===== src/rtl/shift_unit_pipe.sv =====
// Two-stage pipelined shift/rotate unit with valid/ready flow control.
// S1 registers the request; S2 registers the computed result and flags.
module shift_unit_pipe #(
    parameter  int WIDTH = 8,
    localparam int AW    = $clog2(WIDTH)
) (
    input  logic             clk,
    input  logic             rst_n,
    input  logic             in_valid,
    output logic             in_ready,
    input  logic [WIDTH-1:0] a,
    input  logic [AW-1:0]    amt,
    input  logic [2:0]       op,
    output logic             out_valid,
    input  logic             out_ready,
    output logic [WIDTH-1:0] y,
    output logic             carry,
    output logic             zero,
    output logic             err
);

    typedef enum logic [2:0] {
        OP_SRL = 3'b000,
        OP_SLL = 3'b001,
        OP_SRA = 3'b010,
        OP_ROR = 3'b011,
        OP_ROL = 3'b100
    } op_e;

    logic             s1_valid;
    logic [WIDTH-1:0] s1_a;
    logic [AW-1:0]    s1_amt;
    logic [2:0]       s1_op;
    logic             s2_valid;
    logic             s2_load;

    // S2 can take a new entry when empty or when its current one drains;
    // S1 moves forward exactly when S2 loads.
    assign s2_load   = !s2_valid || out_ready;
    assign in_ready  = !s1_valid || s2_load;
    assign out_valid = s2_valid;

    // NOTE: sequential state uses non-blocking assignments so every register
    // samples pre-edge values and the stages shift together without races.
    always_ff @(posedge clk or negedge rst_n) begin
        if (!rst_n) begin
            s1_valid <= 1'b0;
            s1_a     <= '0;
            s1_amt   <= '0;
            s1_op    <= '0;
        end else if (in_ready) begin
            s1_valid <= in_valid;
            if (in_valid) begin
                s1_a   <= a;
                s1_amt <= amt;
                s1_op  <= op;
            end
        end
    end

    logic [AW-1:0]           amt_m1;
    logic [AW-1:0]           amt_neg;
    logic signed [WIDTH-1:0] sra_y;
    logic [WIDTH-1:0]        res_y;
    logic                    res_c;
    logic                    res_e;

    // amt_neg is (WIDTH - n) mod WIDTH, the complementary shift for rotates.
    assign amt_m1  = s1_amt - 1'b1;
    assign amt_neg = ~s1_amt + 1'b1;
    assign sra_y   = $signed(s1_a) >>> s1_amt;

    // NOTE: every output of this block gets a default first, so no path
    // through the case leaves a variable unassigned and no latch is inferred.
    always_comb begin
        res_y = s1_a;
        res_c = 1'b0;
        res_e = 1'b0;
        case (s1_op)
            OP_SRL: begin
                res_y = s1_a >> s1_amt;
                res_c = s1_a[amt_m1];
            end
            OP_SLL: begin
                res_y = s1_a << s1_amt;
                res_c = s1_a[amt_neg];
            end
            OP_SRA: begin
                res_y = sra_y;
                res_c = s1_a[amt_m1];
            end
            OP_ROR: begin
                res_y = (s1_a >> s1_amt) | (s1_a << amt_neg);
                res_c = res_y[WIDTH-1];
            end
            OP_ROL: begin
                res_y = (s1_a << s1_amt) | (s1_a >> amt_neg);
                res_c = res_y[0];
            end
            default: res_e = 1'b1;
        endcase
        if (s1_amt == '0) begin
            res_c = 1'b0;
        end
    end

    // Data registers only load with a valid entry, so results hold while
    // stalled and keep their last value after out_valid drops.
    always_ff @(posedge clk or negedge rst_n) begin
        if (!rst_n) begin
            s2_valid <= 1'b0;
            y        <= '0;
            carry    <= 1'b0;
            zero     <= 1'b0;
            err      <= 1'b0;
        end else if (s2_load) begin
            s2_valid <= s1_valid;
            if (s1_valid) begin
                y     <= res_y;
                carry <= res_c;
                zero  <= (res_y == '0);
                err   <= res_e;
            end
        end
    end

endmodule


===== config.mk =====
export PLATFORM = sky130hd
export DESIGN_NAME = shift_unit_pipe
export DESIGN_NICKNAME = d
export VERILOG_FILES = /design/src/rtl/shift_unit_pipe.sv
export SDC_FILE = /design/constraint.sdc
export NUM_CORES = 1
export LEC_CHECK = 0
export BUFFER_PORTS_ARGS = -buffer_cell sky130_fd_sc_hd__buf_2
export CORE_ASPECT_RATIO = 0.7
export CORE_MARGIN = 3
export CORE_UTILIZATION = 30
export CTS_BUF_LIST = sky130_fd_sc_hd__clkbuf_8
export DETAILED_ROUTE_END_ITERATION = 7
export PLACE_DENSITY = 0.48
export SETUP_SLACK_MARGIN = 0.3
export SKIP_LAST_GASP = 1
export SLEW_MARGIN = 20
export SYNTH_ARGS = -nofsm -noshare
export SYNTH_HDL_FRONTEND = slang
export SYNTH_SLANG_ARGS = --single-unit
export TNS_END_PERCENT = 50

===== constraint.sdc =====
create_clock -name clk -period 3.7 [get_ports clk]
set_clock_uncertainty 0.05 [all_clocks]
set_input_delay 0.555 -clock clk [delete_from_list [all_inputs] [get_ports clk]]
set_output_delay 0.555 -clock clk [all_outputs]
set_load 0.05 [all_outputs]

==> results of run 1 <==
worst reg2reg max path, stage by stage (launching register included):
cell      delay, ns
dfrtp_1        0.36
clkinv_1       0.06
buf_4          0.17
ha_1           0.70
mux4_2         0.58
nor2_1         0.12
a211oi_1       0.07
nor4_1         0.68
o2111a_1       0.31
a32o_1         0.17
routing by layer:
layer | GRT usage, % | up-vias | wire length, µm
li1 | - | 1025 | -
met1 | 26.2 | 1075 | 3630
met5 | 0 | - | 0
met4 | 4.62 | 0 | 162
met2 | 25.8 | 156 | 3140
met3 | 5.45 | 20 | 862
power by group:
part	total [mW]	leakage [nW]	internal, mW	switching [mW]
clock	0.180	0.0255	0.0760	0.104
combinational	0.878	0.718	0.318	0.560
sequential	0.451	0.321	0.361	0.0903
total	1.51	1.07	0.755	0.755
synthesized netlist by cell type (2+ instances only):
master,count,share of area [%]
buf_1,2,0.32
a311oi_1,2,0.75
mux2i_4,2,1.9
buf_2,6,1.3
nor2_1,23,3.7
a211oi_1,2,0.64
ha_1,2,1.1
nand2_1,27,4.4
mux4_2,7,6.8
o32ai_1,3,1.1
nor4_1,2,0.54
dfrtp_1,27,29
a32oi_1,2,0.75
o32a_1,2,0.86
mux2_4,2,1.3
o21ai_1,3,0.64
mux2_2,20,9.7
clkbuf_1,9,1.5
a21oi_1,14,3.0
and2_1,2,0.54
nand3_1,8,1.7
nor3_1,5,1.1
a21boi_0,2,0.64
inv_1,8,1.3
nand2b_1,11,3.0
a31oi_1,5,1.3
mux2i_1,10,4.3
nor2b_1,2,0.54
o21ai_0,18,3.9
o22ai_1,7,1.9
a221oi_1,2,0.75
stage by stage:
step / power (mW) / instance area, µm² / hold WS [ns]
after floorplan: 1.09 / 2330 / 0.209
after global placement: 1.34 / 2550 / 0.408
after detailed placement: 1.31 / 2550 / 0.420
after CTS: 1.50 / 2590 / 0.245
after global routing: 1.61 / 2590 / 0.268
final: 1.51 / 2590 / 0.222
registers in the layout, summed over array words and instances, names as in the netlist:
| register | count |
|---|---|
| carry | 1 |
| err | 1 |
| out_valid | 1 |
| s1_a | 8 |
| s1_amt | 3 |
| s1_op | 3 |
| s1_valid | 1 |
| y | 8 |
| zero | 1 |
area by class of cell:
type / instances / area [µm²]
Clock inverter: 1 / 5.00
Timing Repair Buffer: 38 / 210
Inverter: 9 / 33.8
Sequential cell: 27 / 676
Fill cell: 774 / 4820
Clock buffer: 3 / 41.3
Multi-Input combinational cell: 206 / 1500
Tap cell: 98 / 123
logic make-up after synthesis:
group	Yosys count
buf+inv	30
xor+xnor	1
compound gates	75
simple gates	87
flops	27
fa+ha+maj	2
mux	41
worst paths after layout:
check / start / end / slack (ns) / cells after the start
min: rst_n / s1_op[1] / 0.22 / 1
max reg2reg: s1_amt[1] / zero / 0.37 / 9
max in group asynchronous: rst_n / s1_amt[0] / 2.96 / 1
min in group clk: in_valid / s1_valid / 0.41 / 2
min reg2reg: err / err / 0.43 / 2
max: s1_amt[1] / zero / 0.37 / 9
cell usage in the layout (no fill, tap or decap), types with 2 or more instances in the layout:
cell / netlist / layout
buf_2: 6 / 30
nand2_1: 27 / 27
dfrtp_1: 27 / 27
nor2_1: 23 / 23
mux2_2: 20 / 20
o21ai_0: 18 / 18
a21oi_1: 14 / 14
nand2b_1: 11 / 11
mux2i_1: 10 / 10
inv_1: 8 / 8
nand3_1: 8 / 8
buf_4: 1 / 8
mux4_2: 7 / 7
o22ai_1: 7 / 7
a31oi_1: 5 / 5
nor3_1: 5 / 5
o21ai_1: 3 / 3
o32ai_1: 3 / 3
clkbuf_8: 0 / 3
mux2i_4: 2 / 2
a32oi_1: 2 / 2
nor2b_1: 2 / 2
o32a_1: 2 / 2
a21boi_0: 2 / 2
a221oi_1: 2 / 2
nor4_1: 2 / 2
and2_1: 2 / 2
mux2_4: 2 / 2
a211oi_1: 2 / 2
a311oi_1: 2 / 2
ha_1: 2 / 2
==> metrics.md, run 1 <==
| Metric | Value |
|---|---|
| Cell variety after synth | 57 |
| CTS resizes | 0 |
| Rows | 26 |
| Post-Syn Instances | around 260 |
| Vias in the first global route | 2239 |
| Avg Cell Area, Syn | 8.85 µm² |
| Die X | 111 µm |
| Post-layout nets | just over 300 |
| Hold Buf Count CTS | 0 |
| Post-Place Worst Slack | ~0.61 ns |
| Clock Sinks | 27 |
| Critical Path Sink Type | flop |
| First-pass GRT wire length | 12.7 mm |
| TritonCTS clock tree | done |
| Async S/R FF share, synth | 100% |
| Achievable frequency | 301 MHz |
| # diodes | 0 |
| CP arrival | 3.50 ns |
| Crit-path leading delay family | simple AND/OR/NAND/NOR gates |
| Number of flops mapped to enable cells by yosys | 0 |
| Slew HR | 47.4% |
| Synth-to-layout area growth | 11.3% |
| Number of buffers added on ports | 30 |
| Synthesis warning total | 0 |
| H-tree depth | 1 |
| Post-DP HPWL | 5.69 mm |
| Starting Density | between 30% and 40% |
| Netlist Area Pre-Place | 2330 µm² |
| Setup Fix Bufs, Post-CTS | 0 |
| GRT Util Overall | between 10% and 20% |
| Antenna violations before repair | 0 |
| Pwr per Cell Area | 582 nW/µm² |
| Setup Viol. Count Final | 0 |
| Hold Crit Class | primary input to asynchronous set/reset pin |
| CTS buffer count | 3 |
| Vias post-DR | 2276 |
| Post-synthesis mux area share | a little under a quarter |
| Placed cell count | 378 |
| Detail Route Antenna Nets | 0 |
| Startpoint Class | flop |
| Post-route insts no fill | 382 |
| Setup tns final | 0 ns |
| Yosys reg bits | 27 |
| CORE AREA | 7420 µm² |
| Final Critical Period | approximately 3.3 ns |
| Period utilization | 89.9% |
| RSZ-0062 raised after global routing | false |
| Residual DRC | 0 |
| Worst path slowest cell | ha_1 |
| Crit path cell chain | clkinv_1 > buf_4 > ha_1 > mux4_2 > nor2_1 > a211oi_1 > nor4_1 > o2111a_1 > a32o_1 |
| Root buffer cell | clkbuf_8 |
| Total Wirelength | 7.80 mm |
| Crit Path Max Fanout | 15 |
| Main combinational cell family by area after synthesis | multiplexers |
| Die height | 79.7 µm |
| Worst Path Required | 3.87 ns |
| Sequential share of the synthesized area | 29.0% |
| Top_reg_cell synth | dfrtp_1 |
| Slowest cell delay on critical path | 0.70 ns |
| Post-synthesis adder-cell area fraction | approximately 1.1% |
| Largest net degree at the start of global routing | 29 |
| Buf/Inv on CP | 2 |
| Final Slew Violations | 0 |
| 1st-iter DRT viols | 277 |
| Worst-path clk slew | 0.10 ns |
| Leakage Power | 1.07 nW |
| Hold violation count in the final report | 0 |
| Simple-gate share of the synthesized area | 17.9% |
| Share of cells above drive strength 1 | 27.1% |
| Setup ws final | 0.373 ns |
| Clk_lat worst skew | 0.29 ns |
| Run status | complete, no violations |
| I/O pin count | 31 |
| Critical path class | flop to flop |
| Gpl congestion | 0.986 |
| Final core occ | 35.0% |
| Worst vdd ir | 0.000174 V |
| WL/cell | 20.4 µm |
| Worst Tran Pin Value | between 0.7 and 0.8 ns |
| Die area | between 8000 and 9000 µm² |
| Maxcap violations | 0 |
| Grt total ovfl | 0 |
| Xor-xnor portion of the synthesized cell area | 0.376% |
| Drt first pass iters | 5 |
| Post-synthesis compound-gate area fraction | a little over a fifth |
| Longest Clk Path Bufs | 2 |
| Mapped Nets | 283 |
| Vias/cell | between 5 and 6 |
No activity file was read; power rests on OpenSTA's default activity.
==> run 2: changes to the inputs <==
Settings changed: SLEW_MARGIN 20 to 25.
Clock period 3.7 ns to 3.25 ns, I/O delays scaled along.
==> metrics.md, run 2 (synthesis gave the netlist of run 1 again) <==
| Metric | Value |
|---|---|
| Rows | 26 |
| Die height | 79.7 µm |
| Worst-path clk slew | 0.11 ns |
| Starting Density | 31.4% |
| Drt first pass iters | 5 |
| Post-route insts no fill | 388 |
| Startpoint Class | flop |
| Grt total ovfl | 0 |
| Run status | complete, no violations |
| Period utilization | 84.3% |
| Reg2reg setup slack | roughly 0.51 ns |
| Detail Route Antenna Nets | 0 |
| Share of cells above drive strength 1 | between 20% and 30% |
| Achievable frequency | 365 MHz |
| Longest Clk Path Bufs | 2 |
| Vias post-DR | 2313 |
| Slew HR | 56.3% |
| Clk_lat worst skew | 0.28 ns |
| Die X | about 110 µm |
| Gpl congestion | roughly 0.99 |
| Worst Path Required | 3.43 ns |
| Vias in the first global route | 2255 |
| Maxcap violations | 0 |
| Commonest cells after routing, fill and taps aside | buf_2 (30), nand2_1 (27), dfrtp_1 (27) |
| Die area | roughly 9000 µm² |
| Cell area after layout | 2640 µm² |
| Worst Tran Pin Value | 0.655 ns |
| Vias/cell | 5.96 |
| Hold violation count in the final report | 0 |
| Wire length on met1 | 3.80 mm |
| CP arrival | roughly 3 ns |
| Top Layer Used | met4 |
| Clock Sinks | 27 |
| Largest net degree at the start of global routing | 32 |
| Root buffer cell | clkbuf_8 |
| TritonCTS clock tree | done |
| Hold Crit Class | primary input to asynchronous set/reset pin |
| Placed cell count | 384 |
| Setup tns final | 0 ns |
| Number of buffers added on ports | 30 |
| Fillers | around 800 |
| Final Slew Violations | 0 |
| Residual DRC | 0 |
| Synth-to-layout area growth | 13.2% |
| Commonest non-fill, non-tap cell in the layout | buf_2 |
| RSZ-0062 raised after global routing | false |
| Setup Fix Bufs, Post-CTS | 0 |
| GRT Util Overall | 18.2% |
| Hold Buf Count CTS | 0 |
| Crit Path Max Fanout | 14 |
| Post-DP HPWL | just under 6 mm |
| Critical path class | flop to flop |
| 1st-iter DRT viols | about 370 |
| WL/cell | 20.3 µm |
| Hold WS | 0.169 ns |
| Setup Viol. Count Final | 0 |
| # diodes | 0 |
| CORE AREA | 7420 µm² |
| Worst vdd ir | 0.000216 V |
| CTS buffer count | 3 |
| Regs by FF count | s1_a (8), y (8) |
| Post-layout nets | ~310 |
| First-pass GRT wire length | 12.8 mm |
| Antenna violations before repair | 0 |
| Routed wl met2 | ~3.2 mm |
| Total Wirelength | 7.88 mm |
| Final Critical Period | 2.74 ns |
| Critical Path Sink Type | flop |
| Leakage Power | 1.10 nW |
| CTS resizes | 0 |
| Met3 routed wirelength | 751 µm |
| H-tree depth | 1 |
| I/O pin count | 31 |
| Pwr per Cell Area | about 660 nW/µm² |
| Final core occ | 35.5% |
| Dpl cell area | ~2600 µm² |
run 2: cell count changes in the layout (fill, tap and decap cells not counted):
cell	before	now
buf_4	8	14
inv_1	8	9
clkinv_2	1	0
run 2: power by group:
part | internal, mW | switching [mW]
logic | 0.386 | 0.640
clock network | 0.0852 | 0.116
registers | 0.411 | 0.108
run 2: routing by layer:
| layer | GRT usage, % | up-vias |
|---|---|---|
| met5 | 0 | - |
| met4 | 5.35 | 0 |
| met3 | 3.18 | 17 |
| met2 | 25.5 | 143 |
| met1 | 28.0 | 1116 |
| li1 | - | 1037 |
run 2: final cells by class:
class                      instances  area [µm²]  share of cell area (%)
multi-input combinational        206        1500                    57.0
clock inverter                     1        3.75                   0.142
inverter                           9        33.8                    1.28
tap                               98         123                    4.65
clock buffer                       3        41.3                    1.57
sequential                        27         676                    25.6
timing repair buffer              44         255                    9.68
run 2: per-stage QoR:
stage,setup slack (ns),power [mW]
after floorplan,0.502,1.24
after global placement,0.503,1.56
after detailed placement,0.590,1.53
after CTS,0.547,1.74
after global routing,0.366,1.86
final,0.511,1.75
run 2: final timing paths:
path / start / depth (start not counted) / endpoint
worst max-delay path: s1_amt[1] / 10 / zero
max in group asynchronous: rst_n / 1 / s1_a[1]
worst min register to register: carry / 2 / carry
min in group clk: in_valid / 2 / s1_valid
worst min-delay path: rst_n / 1 / y[3]
worst max register to register: s1_amt[1] / 10 / zero
run 2: worst max-delay path, cell delays in order, from the launching register on:
cell and delay (ns):
dfrtp_1 0.37, clkinv_1 0.08, ha_1 0.32, buf_4 0.24
mux2_4 0.33, a21oi_1 0.25, nor2_1 0.10, a311oi_1 0.27
a31oi_1 0.19, nor4b_2 0.29, a32o_1 0.19
